===== config.mk =====
export PLATFORM = sky130hd
export DESIGN_NAME = inference_sequencer
export DESIGN_NICKNAME = d
export VERILOG_FILES = /design/src/rtl/cnn_pkg.sv /design/src/rtl/stage_watchdog.sv /design/src/rtl/inference_sequencer.sv
export SDC_FILE = /design/constraint.sdc
export NUM_CORES = 1
export LEC_CHECK = 0
export CORE_MARGIN = 5
export CORE_UTILIZATION = 30
export CTS_CLUSTER_SIZE = 30
export DETAILED_ROUTE_END_ITERATION = 16
export PLACE_DENSITY = 0.61
export SETUP_SLACK_MARGIN = 0.15
export SYNTH_ARGS = -nofsm -noshare
export SYNTH_HDL_FRONTEND = slang
export SYNTH_SLANG_ARGS = --single-unit

===== constraint.sdc =====
create_clock -name clk -period 5.15 [get_ports clk]
set_input_delay 0.7725 -clock clk [delete_from_list [all_inputs] [get_ports clk]]
set_output_delay 0.7725 -clock clk [all_outputs]
set_load 0.03 [all_outputs]

===== src/rtl/cnn_pkg.sv =====
// Shared types for the CNN inference sequencer: stage ids, FSM states and
// the one-hot stage decode used for start pulses.
package cnn_pkg;

  localparam int N_STAGES = 4;

  typedef enum logic [1:0] {
    CONV  = 2'd0,
    RELU  = 2'd1,
    POOL  = 2'd2,
    DENSE = 2'd3
  } stage_t;

  typedef enum logic [2:0] {
    IDLE,
    LAUNCH,
    WAIT,
    NEXT,
    FINISH,
    FAULT
  } seq_state_t;

  function automatic logic [N_STAGES-1:0] stage_onehot(input stage_t s);
    logic [N_STAGES-1:0] oh;
    oh    = '0;
    oh[s] = 1'b1;
    return oh;
  endfunction

endpackage


===== src/rtl/stage_watchdog.sv =====
// Per-stage watchdog: counts enabled cycles since the last clear and flags
// the cycle in which the count reaches TIMEOUT_CYCLES.
module stage_watchdog #(
  parameter int unsigned TIMEOUT_CYCLES = 2000000
) (
  input  logic clk,
  input  logic reset,
  input  logic clear_i,
  input  logic enable_i,
  output logic expired_o
);

  localparam int unsigned WD_W = $clog2(TIMEOUT_CYCLES + 1);
  localparam logic [WD_W-1:0] LIMIT = WD_W'(TIMEOUT_CYCLES);
  localparam logic [WD_W-1:0] LAST  = WD_W'(TIMEOUT_CYCLES - 1);

  logic [WD_W-1:0] cnt_q, cnt_d;

  always_comb begin
    cnt_d = cnt_q;
    if (clear_i)
      cnt_d = '0;
    else if (enable_i && cnt_q != LIMIT)
      cnt_d = cnt_q + 1'b1;
  end

  always_ff @(posedge clk) begin
    if (reset) cnt_q <= '0;
    else       cnt_q <= cnt_d;
  end

  // High during the enabled cycle whose count brings the total to the limit.
  assign expired_o = enable_i && (cnt_q >= LAST);

endmodule


===== src/rtl/inference_sequencer.sv =====
// Walks conv -> relu -> maxpool -> dense, one engine at a time, owning the
// shared BRAM mux. A full pass reports cycles = 4*(L+3)+1 for engine latency L.
module inference_sequencer
  import cnn_pkg::*;
#(
  parameter int unsigned TIMEOUT_CYCLES = 2000000,
  parameter int unsigned CNT_WIDTH      = 32
) (
  input  logic                 clk,
  input  logic                 reset,
  input  logic                 run,
  output logic [N_STAGES-1:0]  stage_start,
  input  logic [N_STAGES-1:0]  stage_done,
  output logic [1:0]           owner,
  output logic                 busy,
  output logic                 done,
  output logic                 error,
  output logic [1:0]           err_stage,
  output logic [CNT_WIDTH-1:0] cycles
);

  if (TIMEOUT_CYCLES == 0) begin : g_bad_timeout
    $error("inference_sequencer: TIMEOUT_CYCLES must be nonzero");
  end

  seq_state_t           state_q, state_d;
  stage_t               s_q, s_d;
  logic [N_STAGES-1:0]  start_q, start_d;
  logic                 busy_q, busy_d;
  logic                 done_q, done_d;
  logic                 error_q, error_d;
  stage_t               err_stage_q, err_stage_d;
  logic [CNT_WIDTH-1:0] cycles_q, cycles_d;
  logic                 wd_clear, wd_en, wd_expired;

  stage_watchdog #(.TIMEOUT_CYCLES(TIMEOUT_CYCLES)) u_wd (
    .clk       (clk),
    .reset     (reset),
    .clear_i   (wd_clear),
    .enable_i  (wd_en),
    .expired_o (wd_expired)
  );

  always_comb begin
    state_d  = state_q;
    s_d      = s_q;
    wd_clear = 1'b0;
    wd_en    = 1'b0;
    case (state_q)
      IDLE: begin
        if (run) begin
          state_d = LAUNCH;
          s_d     = CONV;
        end
      end
      LAUNCH: begin
        wd_clear = 1'b1;
        state_d  = WAIT;
      end
      WAIT: begin
        wd_en = 1'b1;
        // A done landing on the expiry cycle still counts as success.
        if (stage_done[s_q])
          state_d = NEXT;
        else if (wd_expired)
          state_d = FAULT;
      end
      NEXT: begin
        if (s_q == DENSE) begin
          state_d = FINISH;
        end else begin
          state_d = LAUNCH;
          s_d     = stage_t'(s_q + 2'd1);
        end
      end
      FINISH:  state_d = IDLE;
      FAULT:   state_d = FAULT;
      default: state_d = IDLE;
    endcase
  end

  always_comb begin
    // Start is registered off LAUNCH, so it appears one cycle after owner moves.
    start_d     = (state_q == LAUNCH) ? stage_onehot(s_q) : '0;
    busy_d      = (state_d == LAUNCH) || (state_d == WAIT) ||
                  (state_d == NEXT)   || (state_d == FINISH);
    done_d      = (state_d == FINISH);
    error_d     = error_q || (state_d == FAULT);
    err_stage_d = err_stage_q;
    if (state_q == WAIT && state_d == FAULT)
      err_stage_d = s_q;
    cycles_d = cycles_q;
    if (state_q == IDLE && run)
      cycles_d = '0;
    else if (busy_q && cycles_q != '1)
      cycles_d = cycles_q + 1'b1;
  end

  always_ff @(posedge clk) begin
    if (reset) begin
      state_q     <= IDLE;
      s_q         <= CONV;
      start_q     <= '0;
      busy_q      <= 1'b0;
      done_q      <= 1'b0;
      error_q     <= 1'b0;
      err_stage_q <= CONV;
      cycles_q    <= '0;
    end else begin
      state_q     <= state_d;
      s_q         <= s_d;
      start_q     <= start_d;
      busy_q      <= busy_d;
      done_q      <= done_d;
      error_q     <= error_d;
      err_stage_q <= err_stage_d;
      cycles_q    <= cycles_d;
    end
  end

  assign stage_start = start_q;
  assign owner       = s_q;
  assign busy        = busy_q;
  assign done        = done_q;
  assign error       = error_q;
  assign err_stage   = err_stage_q;
  assign cycles      = cycles_q;

endmodule


======== After elaboration in Yosys (flattened, before gate mapping) ========
Index checks and enable logic that the tools add are counted.
word-level totals
  bits of input ports ..................... 7
  word-level logic and storage cells ...... 60
  flip-flop bits (word level) ............. 67
operators by class
  multiplexer cells ....................... 14
  magnitude comparators ................... 3
  bitwise gates (word level) .............. 1
  eq/ne operators ......................... 14
  reductions and logical operators ........ 16
  add/sub/neg operators ................... 3
operators by type and width
  operator               number
  $add 32x1->32 const B  1
  $ne 32x32->1 const B   1
  $add 21x1->21 const B  1
  $ge 21x21->1 const B   1
  $ne 21x21->1 const B   1
  $pmux 3 s5             1
  $eq 3x2->1 const B     4
  $mux 3                 4
  $eq 3x3->1 const B     3
  $eq 3x1->1 const B     2
  $logic_and 1x1->1      6
  $reduce_or 2->1        3
  $logic_or 1x1->1       4
  $mux 1                 4
  $mux 2                 2
  $ne 2x2->1 const B     2
  $pmux 2 s2             1
  $logic_not 3->1        1
  $lt 2x3->1 const B     1
  $reduce_and 3->1       1
  $add 2x1->2 const B    1
  $bmux 1 s2             1
  $demux 1 s2            1
  $eq 2x2->1 const B     1
  other kinds (3)        3

======== Logic depth before layout (Yosys ltp) ========
Gate-level depths: netlist of the first run.
  depth in word-level cells ............... 10
  gate-level depth with buffers ........... 9

======== By module ========
Synthesis of the first run repeated with hierarchy kept, for this count alone.
unflattened totals
  cell total of the unflattened synthesis .. 400
  area total of the unflattened synthesis .. 3,339.5 um^2
by module, submodules not included
  module               cells each  area an instance (um^2)  times used  sequential area each (um^2)
  inference_sequencer  264         2,219.6                  1           920.9
  stage_watchdog       136         1,119.8                  1           420.4

======== Least setup slack after synthesis of the first run ========
Ideal clock, no wire load.
  kind .................................... flip-flop to flip-flop
  start ................................... register cycles_q[0], in the netlist cycles[0]
  end ..................................... register cycles_q[18], in the netlist cycles[18]
  path slack .............................. 3,047 ps
  clock period less this slack ............ 2,103 ps
  library setup time ...................... 70 ps
  arrival ................................. 2,034 ps
  data required time ...................... 5,080 ps
  cell stages (with the launch flop) ...... 7
  path buffers ............................ 0
  path through ............................ dfxtp_1 ha_1 nand3_1 nor4_1 o21ai_1 or3_1 a21oi_1
on the way
  word-level cells in the longest chain between the ends .. 2
RTL lines
  item                                                   line                        text
  start: declaration                                     inference_sequencer.sv:33   logic [CNT_WIDTH-1:0] cycles_q, cycles_d;
  start signal: assignment                               inference_sequencer.sv:117  cycles_q <= cycles_d;
  branches (longest 2 deep; another with $add 32x1->32)  --
Parallel ways; which one is timed is not known.
A chain may end at the register's enable or synchronous reset.

======== Worst setup path in the final report of the first run ========
  start ................................... input port run
  end ..................................... register cycles_q[23], in the netlist cycles[23]
on the way
  word-level cells in the longest chain between the ends .. 2
RTL lines
  item                              line                       text
  start: declaration                inference_sequencer.sv:11  input logic run,
  $logic_and 1x1->1                 inference_sequencer.sv:93  if (state_q == IDLE && run)
  $reduce_or 2->1 (no source line)  --
No other way between the ends.

==> tab_implementation.tex, run 1 <==
\begin{tabular}{lr}
\hline
Metric & Value \\
\hline
\multicolumn{2}{l}{\textbf{Global routing}} \\
\quad GRT busiest layer & met2 \\
\quad First-pass GRT wire length & between 10 and 15 mm \\
\quad Pin count of the biggest net entering global routing & 21 \\
\quad GR met2 Demand/Resource & 0.1913 \\
\quad Overall track demand over capacity in global routing & 0.1205 \\
\quad M1 GR Usage & 0.1606 \\
\quad Number of global-route vias before repair & 2,846 \\
\quad Total global routing overflow & 0 \\
\quad Met3 layer usage reported by global route & 0.03700 \\
\quad Antenna violations before repair & 0 \\
\multicolumn{2}{l}{\textbf{Clocking}} \\
\quad Clock latency of the later-clocked register in the worst-skew pair & roughly 0.32 ns \\
\quad Hold buffer count at cts & 0 \\
\quad Root Buffer & sky130\_fd\_sc\_hd\_\_clkbuf\_16 \\
\quad Clock Pin Slew Worst Setup and Hold Paths & 0.06 ns \\
\quad Number of cells upsized or downsized after cts & 0 \\
\quad Number of buffers created by CTS & 9 \\
\quad CTS sink count & 67 \\
\quad Clock tree from TritonCTS & done \\
\quad H-tree depth reported by CTS & 3 \\
\quad Setup Buffers After CTS & 0 \\
\quad Number of buffers on the longest clock path & 2 \\
\multicolumn{2}{l}{\textbf{Placed design}} \\
\quad HPWL reported at the end of detailed placement & approximately 6.2 mm \\
\quad Routability-driven placement congestion ratio & 0.8523 \\
\quad Port-buffer cells & 49 \\
\quad Placement Setup Slack & 2.119 ns \\
\multicolumn{2}{l}{\textbf{Detailed routing}} \\
\quad Number of violations reported at the end of detailed-routing iteration 0 & 260 \\
\quad Drt total wl & 8.585 mm \\
\quad Post-detailed-route count of antenna-violating nets & 0 \\
\quad Total via count in the routed design & $\sim$3,200 \\
\quad First-pass detailed-route iteration total & 4 \\
\quad Vias per Instance & 5.271 \\
\quad Final routed DRC violation total & 0 \\
\quad Wire per inst & 14.17 um \\
\multicolumn{2}{l}{\textbf{Critical path}} \\
\quad CP max-delay cell & sky130\_fd\_sc\_hd\_\_o21ai\_2 \\
\quad Peak fanout along the critical path & 20 \\
\quad Start-to-end type of the worst setup path & primary input to flip-flop \\
\quad Cells along the critical path & clkdlybuf4s50\_1 > or3b\_2 > o21ai\_2 > buf\_4 > or4\_1 > nand2\_1 \\
\quad Worst flop-to-flop path endpoint & cycles[18] \\
\quad Arrival time at the worst endpoint & 2.90 ns \\
\quad R2r worst-path depth & 6 \\
\quad Startpoint of the worst register-to-register path & cycles[0] \\
\quad Crit path largest cell delay & slightly below 0.7 ns \\
\quad CP startpoint kind & primary input \\
\quad Setup crit start & run \\
\quad Worst EP required & 5.37 ns \\
\quad Crit path capture type & flip-flop \\
\quad Destination of the critical timing path & cycles[23] \\
\quad Worst reg2reg setup slack & around 2.7 ns \\
\multicolumn{2}{l}{\textbf{Timing}} \\
\quad Max-slew violations & 0 \\
\quad Post-route setup slack & roughly 2.5 ns \\
\quad Setup TNS & 0 ns \\
\quad Setup violation total in the final timing report & 0 \\
\quad Highest clock frequency the design can meet & 0.3724 GHz \\
\quad RSZ-0062 raised after global routing & no \\
\quad Final period demand of the worst path & between 2 and 3 ns \\
\quad Fin crit share & 0.5214 \\
\quad Worst-Margin Slew & between 0.9 and 1 ns \\
\quad Headroom to the max-slew limit & 0.3589 \\
\quad Final Hold Viols & 0 \\
\quad Worst Skew & approximately 0.008 ns \\
\multicolumn{2}{l}{\textbf{Flow run}} \\
\quad Total of max-cap violations & 0 \\
\multicolumn{2}{l}{\textbf{Floorplanning}} \\
\quad Die area & roughly 0.014 mm\^{}2 \\
\quad Number of top-level design ports & 50 \\
\quad Site Rows & 39 \\
\quad Chip width & approximately 120 um \\
\quad Core ar. & 0.01137 mm\^{}2 \\
\quad Starting density of the core & 0.3058 \\
\quad Die extent in y & roughly 120 um \\
\multicolumn{2}{l}{\textbf{Pwr}} \\
\quad Switching power summed over all nets & between 200 and 300 uW \\
\quad Power Dens Cells & approximately 290 mW/mm\^{}2 \\
\quad Combinational Power Share & 0.065 \\
\quad Maximum ir drop on the vdd rail & between 150 and 200 uV \\
\quad Power share of the sequential group & 0.431 \\
\quad Clock power share & 0.504 \\
\quad LEAKAGE & 0.001437 uW \\
\quad Proportion of total power due to net switching & 0.2331 \\
\quad Power Internal & between 900 and 1000 uW \\
\multicolumn{2}{l}{\textbf{Yosys}} \\
\quad Synth warnings & 0 \\
\quad Yosys cell types & 54 \\
\quad Synth Cell Area & roughly 0.0035 mm\^{}2 \\
\quad Register bit total from synthesis & 67 \\
\quad Area fraction of the dominant cell type after synthesis & 0.3858 \\
\quad Sequential cell area fraction in the yosys report & 0.3858 \\
\quad Ranking of synthesized cells by area & sky130\_fd\_sc\_hd\_\_dfxtp\_1, sky130\_fd\_sc\_hd\_\_a21oi\_1, sky130\_fd\_sc\_hd\_\_nand2\_1 \\
\quad Number of synthesized flops with an enable pin & 0 \\
\quad Ys async rst share & 0 \\
\quad Post-synth net total & 430 \\
\quad Syn Inst Count & about 420 \\
\quad Dominant cell type by area after synthesis & sky130\_fd\_sc\_hd\_\_dfxtp\_1 \\
\quad Most used flip-flop cell after synthesis & sky130\_fd\_sc\_hd\_\_dfxtp\_1 \\
\quad Synth Area per Inst & 8.358 um\^{}2 \\
\multicolumn{2}{l}{\textbf{Final layout}} \\
\quad Utilization of the core after routing & 0.3843 \\
\quad Leading cell types in the layout, fill and taps excluded & sky130\_fd\_sc\_hd\_\_dfxtp\_1, sky130\_fd\_sc\_hd\_\_clkdlybuf4s50\_1, sky130\_fd\_sc\_hd\_\_nand2\_1, sky130\_fd\_sc\_hd\_\_nor2\_1, sky130\_fd\_sc\_hd\_\_a21oi\_1 \\
\quad Total number of nets in the final design & about 470 \\
\quad Register area & about 0.0013 mm\^{}2 \\
\quad Area of combinational cells with multiple inputs & roughly 0.0020 mm\^{}2 \\
\quad Proportion of layout cells with a drive suffix above 1 & 0.06695 \\
\quad Number of inserted diodes & 0 \\
\quad Area delta synth->final & 25.66\% \\
\quad Filler instances & between 1,000 and 1,500 \\
\quad Most common cell after layout, fill and taps aside & sky130\_fd\_sc\_hd\_\_dfxtp\_1 \\
\multicolumn{2}{l}{\textbf{Hold path}} \\
\quad Origin of the worst min-delay path & u\_wd.cnt\_q[20] \\
\quad Hold/Removal Path Class & flip-flop to flip-flop \\
\multicolumn{2}{l}{\textbf{Run status}} \\
\quad Outcome & finished, final reports clean \\
\hline
\end{tabular}
[critical path, delay by kind of cell]
family          cells  cell delay [ns]
compound gates      1             0.69
buf+inv             2             0.78
simple gates        3             0.65
[sequential cells by signal, indices dropped and copies added (netlist names)]
| signal | flops |
|---|---|
| busy | 1 |
| u_wd.cnt_q | 21 |
| error | 1 |
| done | 1 |
| cycles | 32 |
| err_stage | 2 |
| state_q | 3 |
| owner | 2 |
| stage_start | 4 |
[worst min-delay path by stage]
stage	end	slack, ns	depth (start not counted)
6_report	u_wd.cnt_q[20]	0.49	2
3_3_place_gp	u_wd.cnt_q[20]	0.46	2
5_1_grt	u_wd.cnt_q[20]	0.51	2
2_1_floorplan	u_wd.cnt_q[20]	0.44	2
3_5_place_dp	u_wd.cnt_q[19]	0.48	2
4_1_cts	u_wd.cnt_q[19]	0.49	2
[synthesized netlist by cell type (2+ instances only)]
library cell                instances
sky130_fd_sc_hd__nand3b_1           2
sky130_fd_sc_hd__ha_1               7
sky130_fd_sc_hd__mux2i_1            2
sky130_fd_sc_hd__nor2_1            34
sky130_fd_sc_hd__nand4_1           15
sky130_fd_sc_hd__a21oi_1           29
sky130_fd_sc_hd__nor4_1             8
sky130_fd_sc_hd__and2_1             8
sky130_fd_sc_hd__or4_1             11
sky130_fd_sc_hd__nand2_1           34
sky130_fd_sc_hd__or2_2              4
sky130_fd_sc_hd__nand3_1           19
sky130_fd_sc_hd__a31oi_1            3
sky130_fd_sc_hd__and3_1             9
sky130_fd_sc_hd__or3_1             18
sky130_fd_sc_hd__o311ai_0           2
sky130_fd_sc_hd__xor2_1            11
sky130_fd_sc_hd__inv_1             13
sky130_fd_sc_hd__nor3_1             8
sky130_fd_sc_hd__o21ai_1            4
sky130_fd_sc_hd__o21ai_0           21
sky130_fd_sc_hd__buf_6              3
sky130_fd_sc_hd__o211ai_1          15
sky130_fd_sc_hd__o31ai_1            8
sky130_fd_sc_hd__buf_2              5
sky130_fd_sc_hd__o21a_1             3
sky130_fd_sc_hd__xnor2_1            8
sky130_fd_sc_hd__and4_4             2
sky130_fd_sc_hd__clkbuf_1          10
sky130_fd_sc_hd__and4_1             8
sky130_fd_sc_hd__dfxtp_1           67
sky130_fd_sc_hd__o2111ai_1          3
[logic make-up (layout without fill, tap and decap cells)]
family | after synthesis | count (layout) | share of synthesized area
xor+xnor | 19 | 19 | 0.04786
simple gates | 191 | 191 | 0.3102
buf+inv | 32 | 79 | 0.04318
fa+ha+maj | 7 | 7 | 0.02519
compound gates | 97 | 97 | 0.1756
flops | 67 | 67 | 0.3858
mux | 3 | 3 | 0.01223
[layout make-up]
type / instances / area share
multi-input cells: 317 / 0.4553
flip-flops and latches: 67 / 0.3070
repair buffers: 50 / 0.1140
clock buffers: 11 / 0.05785
well taps: 143 / 0.04095
clock inverters: 5 / 0.01375
inverters: 13 / 0.01117
[power groups by stage]
stage / Clock, uW / Combinational [uW] / Sequential (uW)
2_1_floorplan: 0 / 56.2 / 548
3_3_place_gp: 0 / 80.1 / 549
3_5_place_dp: 0 / 81.2 / 549
4_1_cts: 645 / 81.5 / 538
5_1_grt: 672 / 90.2 / 539
6_report: 629 / 81.2 / 538
[routing by layer]
layer / part of all wire / up-vias
met5: 0 / -
met4: 0.0038 / 0
met3: 0.043 / 4
met2: 0.46 / 54
met1: 0.49 / 1500
li1: - / 1636
[per-stage QoR]
step	hold WS (ns)	std cells	power, uW	cell area [um^2]
floorplan	0.4441	416	604.1	3477
global placement	0.4625	590	629.1	4056
detailed placement	0.4771	590	630.3	4056
CTS	0.4874	606	1264	4369
global route	0.5112	606	1302	4369
finish	0.4910	606	1248	4369
Power figures use the tool's default switching activity.
==> run 2: changes to the inputs <==
==> constraint.sdc (replaced) <==
create_clock -name clk -period 2.7 [get_ports clk]
set_input_delay 0.405 -clock clk [delete_from_list [all_inputs] [get_ports clk]]
set_output_delay 0.405 -clock clk [all_outputs]
set_load 0.03 [all_outputs]
==> tab_implementation.tex, run 2 (synthesized netlist as in run 1, its figures left out) <==
\begin{tabular}{lr}
\hline
Metric & Value \\
\hline
\multicolumn{2}{l}{\textbf{Run status}} \\
\quad Outcome & finished, final reports clean \\
\multicolumn{2}{l}{\textbf{Clocking}} \\
\quad Clock tree from TritonCTS & done \\
\quad Number of buffers on the longest clock path & 2 (unchanged) \\
\quad Root Buffer & sky130\_fd\_sc\_hd\_\_clkbuf\_16 \\
\quad H-tree depth reported by CTS & 3 (unchanged) \\
\quad Number of cells upsized or downsized after cts & 0 (unchanged) \\
\quad Hold buffer count at cts & 0 (unchanged) \\
\quad Clock Pin Slew Worst Setup and Hold Paths & 0.05 ns (about the same) \\
\quad Number of buffers created by CTS & 9 (unchanged) \\
\quad CTS sink count & 67 (unchanged) \\
\quad Clock latency of the later-clocked register in the worst-skew pair & 0.33 ns (about the same) \\
\quad Setup Buffers After CTS & 0 (unchanged) \\
\multicolumn{2}{l}{\textbf{Final layout}} \\
\quad Number of inserted diodes & 0 (unchanged) \\
\quad Total number of nets in the final design & 478 (+1.3\%) \\
\quad Most common cell after layout, fill and taps aside & sky130\_fd\_sc\_hd\_\_dfxtp\_1 \\
\quad Register area & 0.001341 mm\^{}2 (unchanged) \\
\quad Proportion of layout cells with a drive suffix above 1 & 0.07676 (+0.009804) \\
\quad Max reg flops & 32 (unchanged) \\
\quad Area of combinational cells with multiple inputs & 0.001989 mm\^{}2 (unchanged) \\
\quad Final Instance Area & 0.004443 mm\^{}2 (+1.7\%) \\
\quad Area delta synth->final & 27.78\% \\
\quad Leading cell types in the layout, fill and taps excluded & sky130\_fd\_sc\_hd\_\_dfxtp\_1, sky130\_fd\_sc\_hd\_\_clkdlybuf4s50\_1, sky130\_fd\_sc\_hd\_\_nand2\_1, sky130\_fd\_sc\_hd\_\_nor2\_1, sky130\_fd\_sc\_hd\_\_a21oi\_1 \\
\quad Filler instances & 1,153 (+0.70\%) \\
\multicolumn{2}{l}{\textbf{Timing}} \\
\quad Setup TNS & 0 ns (unchanged) \\
\quad Headroom to the max-slew limit & 0.4226 (+0.06378) \\
\quad RSZ-0062 raised after global routing & no \\
\quad Worst Skew & 0.008572 ns (+0.0004532 ns) \\
\quad Highest clock frequency the design can meet & 0.4503 GHz \\
\quad Worst-Margin Slew & 0.8622 ns (-0.09525 ns) \\
\quad Final period demand of the worst path & around 2.2 ns \\
\quad Max-slew violations & 0 (unchanged) \\
\quad Final Hold Viols & 0 (unchanged) \\
\quad Fin crit share & 0.8226 \\
\quad Setup violation total in the final timing report & 0 (unchanged) \\
\multicolumn{2}{l}{\textbf{Placed design}} \\
\quad Placed cell areas & 0.004114 mm\^{}2 (+1.4\%) \\
\quad HPWL reported at the end of detailed placement & 6.190 mm (-0.81\%) \\
\quad Port-buffer cells & 49 (unchanged) \\
\quad Routability-driven placement congestion ratio & 0.8103 (-4.9\%) \\
\multicolumn{2}{l}{\textbf{Critical path}} \\
\quad Crit path capture type & flip-flop \\
\quad Start-to-end type of the worst setup path & flip-flop to flip-flop \\
\quad Worst reg2reg setup slack & 0.48 ns (-2.24 ns) \\
\quad Worst EP required & 2.96 ns (-2.41 ns) \\
\quad R2r worst-path depth & 5 (-1) \\
\quad CP startpoint kind & flip-flop \\
\quad Arrival time at the worst endpoint & 2.48 ns (-0.42 ns) \\
\quad Peak fanout along the critical path & 14 (-30\%) \\
\quad Startpoint of the worst register-to-register path & u\_wd.cnt\_q[8] \\
\quad Worst flop-to-flop path endpoint & u\_wd.cnt\_q[16] \\
\multicolumn{2}{l}{\textbf{Global routing}} \\
\quad Overall track demand over capacity in global routing & 0.1208 (+0.0003255) \\
\quad Antenna violations before repair & 0 (unchanged) \\
\quad Pin count of the biggest net entering global routing & 30 (+43\%) \\
\quad Total global routing overflow & 0 (unchanged) \\
\quad First-pass GRT wire length & 14.50 mm (+1.8\%) \\
\quad Number of global-route vias before repair & 2,973 (+4.5\%) \\
\multicolumn{2}{l}{\textbf{Floorplanning}} \\
\quad Site Rows & 39 (unchanged) \\
\quad Number of top-level design ports & 50 (unchanged) \\
\quad Die extent in y & 117.7 um (unchanged) \\
\quad Chip width & 117.7 um (unchanged) \\
\quad Starting density of the core & 0.3058 (unchanged) \\
\quad Die area & 0.01384 mm\^{}2 (unchanged) \\
\quad Core ar. & 0.01137 mm\^{}2 (unchanged) \\
\multicolumn{2}{l}{\textbf{Hold path}} \\
\quad Hold Path Sink & u\_wd.cnt\_q[18] \\
\quad Origin of the worst min-delay path & u\_wd.cnt\_q[18] \\
\quad Depth of the worst hold-timing path & 2 (unchanged) \\
\quad Hold/Removal Path Class & flip-flop to flip-flop \\
\multicolumn{2}{l}{\textbf{Detailed routing}} \\
\quad Post-detailed-route count of antenna-violating nets & 0 (unchanged) \\
\quad Final routed DRC violation total & 0 (unchanged) \\
\quad Total via count in the routed design & 3,247 (+1.7\%) \\
\quad First-pass detailed-route iteration total & 4 (unchanged) \\
\quad Vias per Instance & 5.306 (+0.66\%) \\
\quad Wire per inst & 13.83 um (-2.4\%) \\
\quad Number of violations reported at the end of detailed-routing iteration 0 & 286 (+10\%) \\
\quad Drt total wl & 8.462 mm (-1.4\%) \\
\multicolumn{2}{l}{\textbf{Pwr}} \\
\quad Power Dens Cells & 556.0 mW/mm\^{}2 (+95\%) \\
\quad LEAKAGE & 0.001477 uW (+2.8\%) \\
\quad Maximum ir drop on the vdd rail & 337.5 uV (+90\%) \\
\multicolumn{2}{l}{\textbf{Flow run}} \\
\quad Total of max-cap violations & 0 (unchanged) \\
\hline
\end{tabular}
[run 2: cell count changes in the layout (fill, tap and decap cells not counted), sizes merged]
cell,delta
clkinv,-1
inv,-1
clkbuf,+1
buf,+6
bufinv,+1
[run 2: worst max-delay path by stage]
stage,start,slack (ns),end,depth (start not counted)
2_1_floorplan,cycles[0],0.60,cycles[18],6
3_3_place_gp,run,0.45,cycles[9],6
3_5_place_dp,stage_done[3],0.42,busy,5
4_1_cts,u_wd.cnt_q[8],0.44,u_wd.cnt_q[16],5
5_1_grt,u_wd.cnt_q[8],0.20,u_wd.cnt_q[12],5
6_report,u_wd.cnt_q[8],0.48,u_wd.cnt_q[16],5
[run 2: worst max-delay path, stage by stage, from the launching register on]
cell and delay [ns]:
sky130_fd_sc_hd__dfxtp_1 0.35, sky130_fd_sc_hd__nor4_1 0.47, sky130_fd_sc_hd__nand2_1 0.23, sky130_fd_sc_hd__o211ai_1 0.75, sky130_fd_sc_hd__o21ai_0 0.20, sky130_fd_sc_hd__a21oi_1 0.15
[run 2: per-stage QoR]
step	total power, uW	hold slack (ns)	utilization	setup slack (ns)	cells
3_3_place_gp	1209	0.4629	0.3618	0.4471	596
4_1_cts	2494	0.4895	0.3908	0.4374	612
2_1_floorplan	1152	0.4441	-	0.5967	416
5_1_grt	2562	0.5156	0.3908	0.2010	612
6_report	2470	0.4979	0.3908	0.4791	612
3_5_place_dp	1212	0.4817	0.3618	0.4240	596
[run 2: area by class of cell]
class / count / share of cell area
clock buffer: 12 / 0.05773
clock inverter: 4 / 0.01633
inverter: 13 / 0.01098
multi-input combinational: 317 / 0.4478
sequential: 67 / 0.3019
tap: 143 / 0.04027
timing repair buffer: 56 / 0.1250
[run 2: routing by layer]
metal / up-vias / part of all wire / track usage
met1: 1527 / 0.48 / 0.1595
met4: 0 / 0.0095 / 0.02652
li1: 1655 / - / -
met3: 11 / 0.051 / 0.03700
met5: - / 0 / 0
met2: 54 / 0.46 / 0.1945
[run 2: where the power goes]
part           total (uW)  internal (uW)  switching, uW
Combinational         169           64.9            104
Sequential           1020           1000           19.5
Clock                1280            857            423
Total                2470           1920            546
